[src/rtl/uart_pkg.sv]
// uart_pkg: shared UART state encoding and bit-timing helper (PARITY state present only with UART_TX_PARITY_EN)
package uart_pkg;
  typedef enum logic [2:0] {
    IDLE    = 3'd0,
    START   = 3'd1,
    DATA    = 3'd2,
`ifdef UART_TX_PARITY_EN
    PARITY  = 3'd3,
`endif
    STOP    = 3'd4,
    CLEANUP = 3'd5
  } uart_state_t;
  function automatic int clks_per_bit(input int freq, input int baud);
    return freq / baud;
  endfunction
endpackage

[src/rtl/uart_tx_fifo.sv]
// uart_tx_fifo: byte FIFO with wrap-bit pointers for the UART transmitter
module uart_tx_fifo #(
  parameter int DEPTH = 4
) (
  input  logic       clk,
  input  logic       reset,
  input  logic       push,
  input  logic       pop,
  input  logic [7:0] din,
  output logic [7:0] dout,
  output logic       full,
  output logic       empty
);
  localparam int AW = $clog2(DEPTH);
  logic [AW:0] wp, rp;
  logic [7:0] mem [DEPTH];
  assign full  = (wp[AW] != rp[AW]) && (wp[AW-1:0] == rp[AW-1:0]);
  assign empty = wp == rp;
  assign dout  = mem[rp[AW-1:0]];
  // pointer update; push and pop on the same edge both take effect
  always_ff @(posedge clk) begin
    if (!reset) begin
      wp <= '0;
      rp <= '0;
    end else begin
      if (push && !full) wp <= wp + 1'b1;
      if (pop && !empty) rp <= rp + 1'b1;
    end
  end
  // storage write, no reset needed since reads are gated by empty
  always_ff @(posedge clk) begin
    if (push && !full) mem[wp[AW-1:0]] <= din;
  end
endmodule

[src/rtl/uart_tx.sv]
// uart_tx: buffered 8N1 UART transmitter; define UART_TX_PARITY_EN for an even-parity bit (8E1)
module uart_tx import uart_pkg::*; #(
  parameter int FREQUENCY  = 20_000_000,
  parameter int BAUD_RATE  = 9600,
  parameter int FIFO_DEPTH = 4
) (
  input  logic       clk,
  input  logic       reset,
  input  logic [7:0] tx_data,
  input  logic       tx_valid,
  output logic       tx_ready,
  output logic       tx_serial,
  output logic       tx_busy,
  output logic       tx_done
);
  localparam int CPB = clks_per_bit(FREQUENCY, BAUD_RATE);
  localparam int CW = (CPB > 1) ? $clog2(CPB) : 1;
  localparam logic [CW-1:0] LAST = CW'(CPB - 1);
  uart_state_t state, state_n;
  logic [CW-1:0] cnt, cnt_n, cnt_inc;
  logic [2:0] idx, idx_n;
  logic [7:0] sh, sh_n, fifo_dout;
  logic ser_n, done_n, pop, full, empty, last;
  assign tx_ready = !full && reset;
  assign tx_busy  = (state != IDLE) || !empty;
  assign last     = cnt == LAST;
  assign cnt_inc  = last ? '0 : cnt + 1'b1;
  uart_tx_fifo #(.DEPTH(FIFO_DEPTH)) u_fifo (
    .clk   (clk),
    .reset (reset),
    .push  (tx_valid && tx_ready),
    .pop   (pop),
    .din   (tx_data),
    .dout  (fifo_dout),
    .full  (full),
    .empty (empty)
  );
  // next-state and line value; the line is registered so it lags the state by one cycle
  always_comb begin
    state_n = state;
    cnt_n   = cnt;
    idx_n   = idx;
    sh_n    = sh;
    ser_n   = 1'b1;
    done_n  = 1'b0;
    pop     = 1'b0;
    case (state)
      IDLE: begin
        cnt_n = '0;
        idx_n = '0;
        if (!empty) begin
          pop     = 1'b1;
          sh_n    = fifo_dout;
          state_n = START;
        end
      end
      START: begin
        ser_n   = 1'b0;
        cnt_n   = cnt_inc;
        state_n = last ? DATA : START;
      end
      DATA: begin
        ser_n = sh[idx];
        cnt_n = cnt_inc;
        if (last) begin
          idx_n = idx + 3'd1;
`ifdef UART_TX_PARITY_EN
          state_n = (idx == 3'd7) ? PARITY : DATA;
`else
          state_n = (idx == 3'd7) ? STOP : DATA;
`endif
        end
      end
`ifdef UART_TX_PARITY_EN
      PARITY: begin
        ser_n   = ^sh;
        cnt_n   = cnt_inc;
        state_n = last ? STOP : PARITY;
      end
`endif
      STOP: begin
        cnt_n   = cnt_inc;
        done_n  = last;
        state_n = last ? CLEANUP : STOP;
      end
      CLEANUP: begin
        cnt_n   = '0;
        state_n = IDLE;
      end
      default: begin
        cnt_n   = '0;
        idx_n   = '0;
        state_n = IDLE;
      end
    endcase
  end
  // state and output registers; reset aborts any frame in progress
  always_ff @(posedge clk) begin
    if (!reset) begin
      state     <= IDLE;
      cnt       <= '0;
      idx       <= '0;
      sh        <= '0;
      tx_serial <= 1'b1;
      tx_done   <= 1'b0;
    end else begin
      state     <= state_n;
      cnt       <= cnt_n;
      idx       <= idx_n;
      sh        <= sh_n;
      tx_serial <= ser_n;
      tx_done   <= done_n;
    end
  end
endmodule

[config.mk]
export PLATFORM = sky130hd
export DESIGN_NAME = uart_tx
export DESIGN_NICKNAME = d
export VERILOG_FILES = /design/src/rtl/uart_pkg.sv /design/src/rtl/uart_tx_fifo.sv /design/src/rtl/uart_tx.sv
export SDC_FILE = /design/constraint.sdc
export NUM_CORES = 1
export LEC_CHECK = 0
export ABC_AREA = 1
export BUFFER_PORTS_ARGS = -buffer_cell sky130_fd_sc_hd__buf_4
export CORE_MARGIN = 2
export CORE_UTILIZATION = 50
export CTS_BUF_LIST = sky130_fd_sc_hd__clkbuf_4
export DETAILED_ROUTE_END_ITERATION = 10
export PLACE_DENSITY = 0.7
export SYNTH_ARGS = -nofsm -noshare
export SYNTH_HDL_FRONTEND = slang
export SYNTH_SLANG_ARGS = --single-unit
[constraint.sdc]
create_clock -name clk -period 1.8 [get_ports clk]
set_input_delay 0 -clock clk [delete_from_list [all_inputs] [get_ports clk]]
set_output_delay 0 -clock clk [all_outputs]
set_load 0.05 [all_outputs]
==> results.md, run 1 <==
* Switching portion of total power at a little over a third
* CP Class: reg2out
* Hold Crit Class: in2reg
* Leak pwr at about 1.4 nW
* Initial antenna violation count at 0
* WHS at between 0.3 and 0.4 ns
* RSZ-0062 raised after global routing: false
* FF+latch count, synth at between 60 and 70
* Die width at slightly above 80 um
* Pwr dens at 1150 nW/um^2
* Reg2Reg Depth at 8
* Hpwl dp at 4070 um
* DRT antenna net count at 0
* Vias per cell at about 5.0
* Clock latency on the worst-skew pair at 0.42 ns
* Remaining DRCs at 0
* Internal Power at roughly 2.5 mW
* Total wire length at just under 6000 um
* CP startpoint: state[0]$_SDFFE_PN0P_
* Data required, critical path at approximately 1.8 ns
* Worst relative slew slack at between 70% and 80%
* Vias post-DR at between 2,000 and 2,500
* Crit path max-delay cell type: nor3_2
* Layout cell share with drive strength beyond 1 at 17.1%
* Hold-fix buffers, CTS at 10
* Clock Pin Slew Worst Setup and Hold Paths at 0.12 ns
* Post-synth cell types at 32
* Setup Fix Bufs, Post-CTS at 0
* Ant. Diodes at 0
* Critical path launch point type: register
* Synth top area share at about a third
* Setup slack, reg-to-reg at between 0.15 and 0.2 ns
* Synth Area per Inst at approximately 9.0 sq um
* Synth area leaders: edfxtp_1, dfxtp_1, nor2_1
* Area Growth Syn to Fin at 14.3%
* Worst r2r src: u_fifo.rp[0]$_SDFFE_PN0P_
* First-pass GRT wire length at approximately 9300 um
* Die H at 81.3 um
* PortBufs at 14
* Net Sw Power at 1.41 mW
* Peak supply drop at 0.598 mV
* Synth Warn # at 0
* Core footprint at ~5900 sq um
* Final period util at between 90% and 100%
* CTS H-tree depth at 3
* Total iterations of the first detailed-routing run at 4
* GRT Overall Usage at between 10% and 20%
* Worst EP arrival at between 1.5 and 2 ns
* Overflow left after global routing at 0
* Die area at 6600 sq um
* CTS tree: done
* Clock buffer depth at 2
* Status: finished clean
* Root Driver: clkbuf_4
* Vias in the first global route at 2,157
* Final min period at between 1.5 and 2 ns
* Pin count of the biggest net entering global routing at 19
* Commonest cells after routing, fill and taps aside: nor2_1, nand2_1, dfxtp_1
* Final-report hold violation count at 0
* CP Capture Point: tx_busy
* Pre-CTS setup slack at ~0.22 ns
* Setup_tns at 0 ns
* 1st-iter DRT viols at 60
* CP Cell Sequence: nor3_2, nand3_1, buf_4
* Setup WS post-layout at 0.127 ns
* Row count at 28
* Final net count at 384
* Max-cap check violation count at 0
* Placer Congestion at ~0.77
* RR Endpoint: u_fifo.mem[1][2]$_DFFE_PP_
* Largest area contributor in the netlist: edfxtp_1
* Top Ports at 15
* Fmax at approximately 600 MHz
* Initial Util at about half
* Critical Path Fanout Max at 4
* Logic pwr share at between 20% and 30%
* Post-Syn Nets at approximately 350
* Most common cell after layout, fill and taps aside: nor2_1
* Clock share of power at about a quarter
* Worst-Margin Slew at ~0.43 ns
* Register area share after synthesis at a little under three fifths
* Final setup fails at 0
* Wirelength per Cell at ~13 um
* Layout Skew at ~0.014 ns
* Max incr delay on CP at 0.41 ns
* Gate Count Post-Synth at around 330
* Cts bufs inserted at 9
* Utilization after layout at around 58%
* Max Slew Vio Count at 0
* Clk sinks at between 60 and 70
* Sequential fraction of design power at around 46%
* Gates resized, CTS repair at 0
* Post-synth design cell area at just under 3000 sq um
* Setup crit end kind: output port
sequential cells by signal, indices dropped and copies added, names as in the netlist:
| register | count |
|---|---|
| tx_serial | 1 |
| tx_done | 1 |
| idx | 3 |
| state | 3 |
| u_fifo.wp | 3 |
| u_fifo.mem | 32 |
| u_fifo.rp | 3 |
| cnt | 12 |
| sh | 8 |
final cells by class:
class | instances | area [sq um]
clock buffers | 9 | 67.6
inverters | 34 | 130
repair buffers | 30 | 250
well taps | 75 | 93.8
flip-flops and latches | 66 | 1640
multi-input cells | 223 | 1150
clock inverters | 7 | 76.3
fillers | 517 | 2440
metal layers:
| metal | GRT usage (%) | up-vias | routed length (um) |
|---|---|---|---|
| met1 | 22.0 | 1038 | 2670 |
| met4 | 8.81 | 0 | 108 |
| met5 | 0 | - | 0 |
| li1 | - | 1157 | - |
| met3 | 4.33 | 10 | 155 |
| met2 | 35.1 | 32 | 2880 |
cell usage after synthesis (all sizes together):
cell type	n
edfxtp	32
mux2i	1
nand4	4
ha	9
buf	8
nand2	44
nor3	7
nand3	16
or2	1
inv	32
o211ai	1
xor2	6
nand3b	3
nor3b	1
a21oi	8
o21ai	42
nor2	80
clkbuf	1
dfxtp	34
clkinv	2
power by group through the flow:
stage          clock network (mW)  registers [mW]  logic, mW
2_1_floorplan                   0            1.82      0.895
3_3_place_gp                    0            1.83       1.08
4_1_cts                      1.04            1.79       1.12
3_5_place_dp                    0            1.83       1.10
5_1_grt                      1.10            1.81       1.28
6_report                     1.01            1.80       1.11
through the flow:
step / cell area (sq um) / power (mW) / instances
CTS: 3410 / 3.95 / 444
finish: 3410 / 3.92 / 444
global route: 3410 / 4.19 / 444
global placement: 3170 / 2.90 / 418
floorplan: 2980 / 2.72 / 332
detailed placement: 3170 / 2.92 / 418
logic make-up after synthesis:
| logic type | count (synthesis) | share of synthesized area [%] |
|---|---|---|
| adders and majority gates | 9 | 3.77 |
| xor gates and xnor gates | 6 | 1.76 |
| buffers and inverters | 43 | 6.42 |
| AOI/OAI and AO/OA | 51 | 8.76 |
| muxes | 1 | 0.335 |
| DFF | 66 | 55.0 |
| and+or+nand+nor | 156 | 23.9 |
worst min-delay path by stage:
| stage | endpoint | start | cells past startpoint | slack (ns) |
|---|---|---|---|---|
| final | u_fifo.mem[3][5]$_DFFE_PP_ | tx_data[5] | 2 | 0.33 |
| after global routing | u_fifo.mem[0][3]$_DFFE_PP_ | tx_data[3] | 2 | 0.32 |
| after global placement | u_fifo.mem[1][4]$_DFFE_PP_ | tx_data[4] | 1 | 0.22 |
| after CTS | u_fifo.mem[3][5]$_DFFE_PP_ | tx_data[5] | 2 | 0.31 |
| after detailed placement | u_fifo.mem[1][3]$_DFFE_PP_ | tx_data[3] | 1 | 0.23 |
| after floorplan | u_fifo.mem[0][0]$_DFFE_PP_ | tx_data[0] | 0 | 0.1 |
worst max-delay path, delay by kind of cell, from the launching register on:
family | cells | cell delay (ns)
simple gates | 2 | 0.64
buf+inv | 1 | 0.25
flops | 1 | 0.37
No activity file was read; power rests on OpenSTA's default activity.
==> inputs of run 2 (changes only) <==
- CORE_ASPECT_RATIO: unset -> 0.8
- PLACE_DENSITY: 0.7 -> unset
- PLACE_DENSITY_LB_ADDON: unset -> 0.15
==> results.md, run 2 (synthesis results as in run 1) <==
* Status: finished clean
* CP startpoint: u_fifo.rp[0]$_SDFFE_PN0P_
* Clock buffer depth at 2 (unchanged)
* Min-delay src: tx_data[4]
* Clock latency on the worst-skew pair at 0.40 ns (-0.02 ns)
* Data required, critical path at 2.09 ns (+0.29 ns)
* Placer Congestion at 0.807 (+4.9%)
* Final setup fails at 0 (unchanged)
* 1st-iter DRT viols at 75 (+25%)
* Commonest cells after routing, fill and taps aside: nor2_1, nand2_1, edfxtp_1
* Area Growth Syn to Fin at 14.7%
* Vias in the first global route at 2,016 (-6.5%)
* Total iterations of the first detailed-routing run at 4 (unchanged)
* Setup_tns at 0 ns (unchanged)
* Peak supply drop at 0.516 mV (-14%)
* Placed insts at 424 (+1.4%)
* Final period util at 93.2% (+0.29 points)
* Row count at 25 (-11%)
* Final-report hold violation count at 0 (unchanged)
* Die width at 90.4 um (+11%)
* Final min period at 1.68 ns (+0.00529 ns)
* GRT Overall Usage at 17.7% (-1.8 points)
* Die H at 73.1 um (-10%)
* Layout Skew at 0.00930 ns (-0.00505 ns)
* Storage cell area at 1650 sq um (+0.61%)
* Core footprint at 5850 sq um (about the same)
* Final net count at 385 (+0.26%)
* Vias per cell at 4.80 (-4.6%)
* Final Cell Area at 3420 sq um (+0.37%)
* Die area at 6610 sq um (about the same)
* Fmax at 596 MHz (-0.32%)
* CP Class: reg2reg
* PortBufs at 14 (unchanged)
* Multi-input logic area at 1170 sq um (+1.7%)
* Max-cap check violation count at 0 (unchanged)
* RSZ-0062 raised after global routing: false
* Initial Util at 51.0% (about the same)
* Critical path launch point type: register
* CTS tree: done
* Pin count of the biggest net entering global routing at 19 (unchanged)
* Hpwl dp at 3840 um (-5.5%)
* Wirelength per Cell at 11.8 um (-9.9%)
* Ant. Diodes at 0 (unchanged)
* CTS H-tree depth at 3 (unchanged)
* Pwr dens at 1080 nW/um^2 (-5.6%)
* Worst EP arrival at 1.97 ns (+0.30 ns)
* WHS at 0.341 ns (+0.0112 ns)
* DRT antenna net count at 0 (unchanged)
* Post-DP Area at 3170 sq um (+0.24%)
* Setup crit end kind: register
* Overflow left after global routing at 0 (unchanged)
* Clk sinks at 66 (unchanged)
* Root Driver: clkbuf_4
* Hold Crit Class: in2reg
* Most common cell after layout, fill and taps aside: nor2_1
* Worst relative slew slack at 71.6% (+0.42 points)
* Leak pwr at 1.37 nW (about the same)
* Worst r2r src: u_fifo.rp[0]$_SDFFE_PN0P_
* Max Slew Vio Count at 0 (unchanged)
* Top Ports at 15 (unchanged)
* Vias post-DR at 2,167 (-3.1%)
* # fillers at 556 (+7.5%)
* Critical Path Fanout Max at 18 (+14)
* Clock Pin Slew Worst Setup and Hold Paths at 0.10 ns (-0.02 ns)
* Fin cells at 451 (+1.6%)
* Worst-Margin Slew at 0.424 ns (-0.00626 ns)
* Remaining DRCs at 0 (unchanged)
* Layout cell share with drive strength beyond 1 at 18.1% (+1.0 points)
* Largest register FFs at 32 (unchanged)
* Initial antenna violation count at 0 (unchanged)
* Cts bufs inserted at 9 (unchanged)
* Utilization after layout at 58.5% (+0.23 points)
* First-pass GRT wire length at 9070 um (-2.7%)
* Total wire length at 5320 um (-8.5%)
[run 2: area by class of cell]
class	instances	area share, %
flip-flops and latches	66	48.2
inverters	34	3.95
multi-input cells	223	34.2
clock buffers	11	2.41
clock inverters	5	0.621
well taps	81	2.96
repair buffers	31	7.60
[run 2: what timing repair did]
action                                  in CTS  in global routing
hold buffers                                11                  0
gates resized for setup                      0                 13
endpoints found under the setup margin       0                  1
endpoints found under the hold margin       46                  0
setup buffers                                0                  0
[run 2: where the power goes]
part	leakage, nW	switching (mW)	internal [mW]
clock	0.0631	0.476	0.298
sequential	0.570	0.0923	1.71
combinational	0.734	0.754	0.380
total	1.37	1.32	2.39
[run 2: worst max-delay path: stages (launching register included)]
cell	delay (ns)
dfxtp_4	0.38
inv_8	0.10
nand2_2	0.05
nand2_2	0.10
inv_2	0.05
nand3_4	0.10
nand3_4	0.11
nand3_1	0.09
nand2_1	0.05
dlygate4sd3_1	0.54
[run 2: worst paths after layout]
kind | to | slack, ns | cells past startpoint
worst max-delay path | u_fifo.wp[1]$_SDFFE_PN0P_ | 0.12 | 9
worst min-delay path | u_fifo.mem[0][4]$_DFFE_PP_ | 0.34 | 2
worst max register to register | u_fifo.wp[1]$_SDFFE_PN0P_ | 0.12 | 9
worst min register to register | cnt[0]$_SDFF_PP0_ | 0.48 | 1
[run 2: metal layers]
| layer | global-route usage [%] | share of wire, % | wire [um] | vias up |
|---|---|---|---|---|
| met5 | 0 | 0 | 0 | - |
| met4 | 4.10 | 0.86 | 46 | 0 |
| met3 | 7.13 | 4.2 | 222 | 6 |
| met2 | 28.4 | 45 | 2390 | 30 |
| met1 | 22.9 | 50 | 2660 | 973 |
| li1 | - | - | - | 1158 |
[run 2: metrics by stage]
| stage | setup slack, ns | total power [mW] |
|---|---|---|
| 2_1_floorplan | 0.154 | 2.72 |
| 3_3_place_gp | 0.250 | 2.91 |
| 3_5_place_dp | 0.222 | 2.93 |
| 4_1_cts | 0.00949 | 3.73 |
| 5_1_grt | 0.000809 | 3.97 |
| 6_report | 0.122 | 3.71 |
